$ cat src/rtl/alu_md_unit.sv
// alu_md_unit: iterative RV32M multiply/divide execution unit.
//   One result bit per cycle. Multiply uses a shift-add accumulator and
//   divide uses a restoring divider, both on unsigned magnitudes. A final FIX
//   cycle applies the result sign and selects the requested half or part.
//   Divide by zero and signed overflow finish one cycle after accept.
// Build option: define ALU_MD_DIV_EN to include the divider. When it is
//   undefined, funct3[2]=1 requests complete after one cycle with
//   o_illegal=1 and o_result=0.
// Ports:
//   i_clk, i_rst     clock, synchronous active-high reset
//   i_valid/o_ready  request handshake (accept = i_valid && o_ready)
//   i_funct3         M-extension op select
//   i_rs1, i_rs2     operands A and B
//   i_flush          abort an operation in progress
//   o_valid          one-cycle result strobe
//   o_result         result, held until the next completion
//   o_illegal        qualifies o_valid: op unsupported in this build
module alu_md_unit #(
  parameter int unsigned XLEN  = 32,
  parameter int unsigned CNT_W = $clog2(XLEN) + 1
) (
  input  logic            i_clk,
  input  logic            i_rst,
  input  logic            i_valid,
  output logic            o_ready,
  input  logic [2:0]      i_funct3,
  input  logic [XLEN-1:0] i_rs1,
  input  logic [XLEN-1:0] i_rs2,
  input  logic            i_flush,
  output logic            o_valid,
  output logic [XLEN-1:0] o_result,
  output logic            o_illegal
);

  typedef enum logic [1:0] {IDLE, CALC, FIX, DONE} state_t;

  state_t            state_q, state_d;
  logic [2:0]        f3_q;
  logic              neg_q;
  logic [XLEN-1:0]   m_q;    // multiplicand (mul) or divisor (div)
  logic [XLEN-1:0]   hi_q;   // product high half / partial remainder
  logic [XLEN-1:0]   lo_q;   // multiplier, then product low / dividend, then quotient
  logic [CNT_W-1:0]  cnt_q;
  logic [XLEN-1:0]   res_q;
  logic              ill_q;

  logic            accept, is_div, sgn_a, sgn_b, div0, ovf, fast, fast_ill, neg_d;
  logic [XLEN-1:0] abs_a, abs_b, fast_res, fix_res, step_hi, step_lo;
  logic [XLEN:0]   mul_sum;
  logic [2*XLEN-1:0] prod, prod_s;
`ifdef ALU_MD_DIV_EN
  logic [XLEN:0]   div_shift, div_diff;
  logic [XLEN-1:0] quo_s, rem_s;
`endif

  assign o_ready   = (state_q == IDLE);
  assign o_valid   = (state_q == DONE);
  assign o_result  = res_q;
  assign o_illegal = ill_q;

  // Accept-time decode: operand signs, magnitudes, result sign, fast path.
  always_comb begin
    accept = i_valid && (state_q == IDLE) && !i_flush;
    is_div = i_funct3[2];
    sgn_a  = (i_funct3 inside {3'b001, 3'b010, 3'b100, 3'b110}) && i_rs1[XLEN-1];
    sgn_b  = (i_funct3 inside {3'b001, 3'b100, 3'b110}) && i_rs2[XLEN-1];
    abs_a  = sgn_a ? -i_rs1 : i_rs1;
    abs_b  = sgn_b ? -i_rs2 : i_rs2;
    div0   = (i_rs2 == '0);
    ovf    = !i_funct3[0] && (i_rs1 == {1'b1, {(XLEN-1){1'b0}}}) && (i_rs2 == '1);
    if (!is_div)          neg_d = sgn_a ^ sgn_b;
    else if (i_funct3[1]) neg_d = sgn_a;
    else                  neg_d = (sgn_a ^ sgn_b) && !div0;
`ifdef ALU_MD_DIV_EN
    fast     = is_div && (div0 || ovf);
    fast_ill = 1'b0;
    if (div0)             fast_res = i_funct3[1] ? i_rs1 : '1;
    else                  fast_res = i_funct3[1] ? '0 : i_rs1;
`else
    fast     = is_div;
    fast_ill = 1'b1;
    fast_res = '0;
`endif
  end

  // One iteration of the selected algorithm.
  always_comb begin
    mul_sum = {1'b0, hi_q} + (lo_q[0] ? {1'b0, m_q} : '0);
    step_hi = mul_sum[XLEN:1];
    step_lo = {mul_sum[0], lo_q[XLEN-1:1]};
`ifdef ALU_MD_DIV_EN
    div_shift = {hi_q, lo_q[XLEN-1]};
    div_diff  = div_shift - {1'b0, m_q};
    if (f3_q[2]) begin
      // Partial remainder stays below the divisor, so the shifted value fits
      // in XLEN+1 bits and div_diff[XLEN] is the borrow.
      step_hi = div_diff[XLEN] ? div_shift[XLEN-1:0] : div_diff[XLEN-1:0];
      step_lo = {lo_q[XLEN-2:0], !div_diff[XLEN]};
    end
`endif
  end

  // Sign fix-up and result selection.
  always_comb begin
    prod   = {hi_q, lo_q};
    prod_s = neg_q ? -prod : prod;
`ifdef ALU_MD_DIV_EN
    quo_s  = neg_q ? -lo_q : lo_q;
    rem_s  = neg_q ? -hi_q : hi_q;
    case (f3_q)
      3'b000:                   fix_res = prod_s[XLEN-1:0];
      3'b001, 3'b010, 3'b011:   fix_res = prod_s[2*XLEN-1:XLEN];
      3'b100, 3'b101:           fix_res = quo_s;
      default:                  fix_res = rem_s;
    endcase
`else
    case (f3_q)
      3'b000:                   fix_res = prod_s[XLEN-1:0];
      3'b001, 3'b010, 3'b011:   fix_res = prod_s[2*XLEN-1:XLEN];
      default:                  fix_res = '0;
    endcase
`endif
  end

  always_comb begin
    state_d = state_q;
    case (state_q)
      IDLE: if (accept) state_d = fast ? DONE : CALC;
      CALC: begin
        if (i_flush)                                state_d = IDLE;
        else if (cnt_q == CNT_W'(XLEN - 1))         state_d = FIX;
      end
      FIX:  state_d = i_flush ? IDLE : DONE;
      DONE: state_d = IDLE;
      default: state_d = IDLE;
    endcase
  end

  always_ff @(posedge i_clk) begin
    if (i_rst) state_q <= IDLE;
    else       state_q <= state_d;
  end

  always_ff @(posedge i_clk) begin
    if (i_rst) begin
      f3_q  <= '0;
      neg_q <= 1'b0;
      m_q   <= '0;
      hi_q  <= '0;
      lo_q  <= '0;
      cnt_q <= '0;
      res_q <= '0;
      ill_q <= 1'b0;
    end else begin
      case (state_q)
        IDLE: if (accept) begin
          f3_q  <= i_funct3;
          neg_q <= neg_d;
          cnt_q <= '0;
          hi_q  <= '0;
          lo_q  <= is_div ? abs_a : abs_b;
          m_q   <= is_div ? abs_b : abs_a;
          if (fast) begin
            res_q <= fast_res;
            ill_q <= fast_ill;
          end
        end
        CALC: begin
          cnt_q <= cnt_q + CNT_W'(1);
          hi_q  <= step_hi;
          lo_q  <= step_lo;
        end
        FIX: if (!i_flush) begin
          res_q <= fix_res;
          ill_q <= 1'b0;
        end
        default: ;
      endcase
    end
  end

endmodule

$ cat config.mk
export PLATFORM = sky130hd
export DESIGN_NAME = alu_md_unit
export DESIGN_NICKNAME = d
export VERILOG_FILES = /design/src/rtl/alu_md_unit.sv
export SDC_FILE = /design/constraint.sdc
export NUM_CORES = 1
export LEC_CHECK = 0
export BUFFER_PORTS_ARGS = -buffer_cell sky130_fd_sc_hd__buf_2
export CAP_MARGIN = 20
export CORE_MARGIN = 2
export CORE_UTILIZATION = 50
export CTS_CLUSTER_DIAMETER = 40
export DETAILED_ROUTE_END_ITERATION = 10
export GPL_ROUTABILITY_DRIVEN = 0
export GPL_TIMING_DRIVEN = 0
export PLACE_DENSITY = 0.69
export SETUP_SLACK_MARGIN = 0.15
export SLEW_MARGIN = 20
export SYNTH_ARGS = -nofsm -noshare
export SYNTH_HDL_FRONTEND = slang
export SYNTH_SLANG_ARGS = --single-unit
$ cat constraint.sdc
create_clock -name i_clk -period 5.2 [get_ports i_clk]
set_clock_uncertainty 0.05 [all_clocks]
set_input_delay 1.04 -clock i_clk [delete_from_list [all_inputs] [get_ports i_clk]]
set_output_delay 1.04 -clock i_clk [all_outputs]
set_load 0.02 [all_outputs]
==> reports/qor.yml <==
outcome:
  status: "finished clean"
die:
  dieArea_um2: 22800
  initial_utilization: 0.512
  die_w_um: 151
  io_pins: 106
  rows: 53
  core_area_um2: 21100
  die_h_um: 151
clock_network:
  clkTransAtPathRegs_ns: 0.07
  cts_buffers: 17
  cts_resized: 0
  clockRootBuffer: "clkbuf_16"
  cts.sink_count: 141
  clockBufferDepth: 2
  holdBufCountCts: 0
  htree_levels: 4
  postCtsSetupBuffers: 0
  cts_tree: "built"
  clkLatencyLatePin_ns: 0.44
drt:
  routed_wl_um: 39100
  ant_nets: 0
  dr_total_vias: 11764
  routedWlPerCell_um: 21.2
  drc: 0
  first_iter_violations: 1312
  viasPerCell: 6.38
  drt-pass1-iter-count: 6
synthesis:
  synth_fp_nets: 1538
  synth-seq-cells: 141
  synth_enable_flop_cells: 0
  synth.avg_cell_area_um2: 7.55
  synthArstFlopShare: 0
  synth_top_area_cell: "dfxtp_1"
  netlist_instances: 1430
  yosysWarnings: 0
  ys_seq_area_frac: 0.261
  yosysTopAreaCellShare: 0.261
  synthTopCellsByArea: "dfxtp_1, xnor2_1, o21ai_0, nand2_1, xor2_1"
  synth_area_um2: 10800
  ys.flop_type: "dfxtp_1"
  ys_types: 77
placed_design:
  dp_slack_ns: 1.08
  port_buffers: 105
  postPlaceCellArea_um2: 11700
  hpwl_um: 31300
cells_and_area:
  finalInstanceArea_um2: 12300
  syn_to_final_growth_pct: 13.5
  nets: 1663
  drive_above_1_share: 0.109
  fillers: 2023
  diodes: 0
timing:
  setup_tns_ns: 0
  period_share: 0.800
  hold_viol: 0
  setup_violations: 0
  fin_ws_ns: 1.04
  worst_slew_pin_slew_ns: 0.989
  drv_slew: 0
  finalCriticalPeriod_ns: 4.16
  rsz0062_at_grt: "false"
  slew_headroom: 0.341
  fmax_mhz: 240
global_routing:
  grtUsageTotal: 0.344
  grt_max_degree: 17
  grt_pass1_wl_um: 60100
  grt-ovfl-total: 0
  first_global_vias: 10973
  antenna_found_initial: 0
worst_setup_path:
  cp.required_ns: 5.46
  arrival_ns: 4.43
  worstSetupEndpointType: "flop"
  worstSetupStartpointType: "flop"
  crit_type: "reg2reg"
  cp_max_fo: 10
job:
  cap_viol_max_count: 0
power_and_ir_drop:
  power_mw: 3.09
  irDropWorstVdd_uv: 190
  powerDensity_nw_per_um2: 252
  p_leak_nw: 4.74
hold_path:
  min_path_type: "reg2reg"
==> logic make-up after synthesis <==
logic type | share of synthesized area
simple gates | 0.250
buf+inv | 0.0376
fa+ha+maj | 0.0436
mux | 0.0393
xor+xnor | 0.105
flops | 0.261
compound gates | 0.264
==> stage by stage <==
step / hold slack, ns / utilization / cells
final: 0.392 / 0.581 / 1843
after global routing: 0.421 / 0.581 / 1843
after CTS: 0.393 / 0.581 / 1843
after detailed placement: 0.383 / 0.554 / 1811
after global placement: 0.371 / 0.553 / 1810
after floorplan: 0.357 / - / 1430
==> where the power goes <==
part | total [mW] | leakage (nW) | internal, mW | switching [mW]
Sequential | 1.18 | 1.14 | 1.12 | 0.0613
Clock | 1.20 | 0.280 | 0.638 | 0.558
Combinational | 0.714 | 3.31 | 0.242 | 0.472
==> path summary, 6_finish.rpt <==
kind,cells after the start,end,slack [ns],from
setup / recovery,14,hi_q[27],1.04,lo_q[0]
hold / removal,2,m_q[25],0.39,m_q[25]
hold reg to reg,2,m_q[25],0.39,m_q[25]
setup reg to reg,14,hi_q[27],1.04,lo_q[0]
==> placed cells by master (no fill, tap or decap), types with 36 or more instances in the layout <==
| master | netlist | routed |
|---|---|---|
| nor2_1 | 137 | 137 |
| nor3_1 | 41 | 41 |
| mux2i_1 | 39 | 39 |
| o21ai_0 | 113 | 113 |
| nand2_1 | 146 | 146 |
| and2_1 | 36 | 36 |
| a22oi_1 | 47 | 47 |
| buf_2 | 1 | 106 |
| xnor2_1 | 67 | 67 |
| a21oi_1 | 107 | 107 |
| clkbuf_1 | 74 | 74 |
| dfxtp_1 | 141 | 141 |
| xor2_1 | 62 | 62 |
| ha_1 | 36 | 36 |
==> worst max-delay path: stages (launching register included) <==
cell and delay (ns):
dfxtp_1 0.38, clkbuf_1 0.48, clkbuf_1 0.49, and2_1 0.21, ha_1 0.19, inv_1 0.07
fa_1 0.40, nor2b_1 0.17, o211ai_1 0.16, a2111oi_1 0.37, clkdlybuf4s18_2 0.33, o21bai_1 0.14
o31ai_1 0.32, xnor2_1 0.19, o21ai_0 0.09
==> state kept, by name, indices dropped and copies added, names as in the netlist <==
register   cells
state_q        2
hi_q          32
f3_q           3
o_result      32
m_q           32
lo_q          32
o_illegal      1
neg_q          1
cnt_q          6
==> cells in the mapped netlist, types with 6 or more instances <==
cell type / count
o31ai_1: 26
o22ai_1: 16
nand4_1: 21
xnor2_1: 67
inv_1: 18
clkbuf_1: 74
dfxtp_1: 141
buf_1: 9
nor2_1: 137
a221oi_1: 8
a211oi_1: 8
o21ai_0: 113
nor3_1: 41
a21oi_1: 107
a222oi_1: 17
or3_1: 22
nor2b_1: 15
and2_1: 36
nor4_1: 17
nand2b_1: 19
nand3b_1: 7
a31oi_1: 15
o21a_1: 9
o221ai_1: 10
o21bai_1: 6
mux2i_1: 39
nand3_1: 26
or2_2: 10
nand2_1: 146
or4_1: 13
o41ai_1: 7
xor2_1: 62
ha_1: 36
a21o_1: 12
o211ai_1: 6
a22oi_1: 47
==> final cells by class <==
| type | instances | area, um2 | area share |
|---|---|---|---|
| buffer | 86 | 335 | 0.0274 |
| clock buffer | 17 | 425 | 0.0347 |
| clock inverter | 15 | 143 | 0.0116 |
| inverter | 19 | 71.3 | 0.00582 |
| multi-input combinational | 1184 | 7580 | 0.618 |
| sequential | 141 | 2820 | 0.230 |
| tap | 275 | 344 | 0.0281 |
| timing repair buffer | 106 | 536 | 0.0437 |
==> per-layer routing <==
metal / up-vias / GRT usage / wire (um)
met3: 142 / 0.0569 / 4070
met1: 5379 / 0.453 / 15900
met5: - / 0 / 0
met2: 715 / 0.548 / 17300
met4: 0 / 0.163 / 1760
li1: 5528 / - / -
Note: power is estimated with default switching activity, not from simulation.
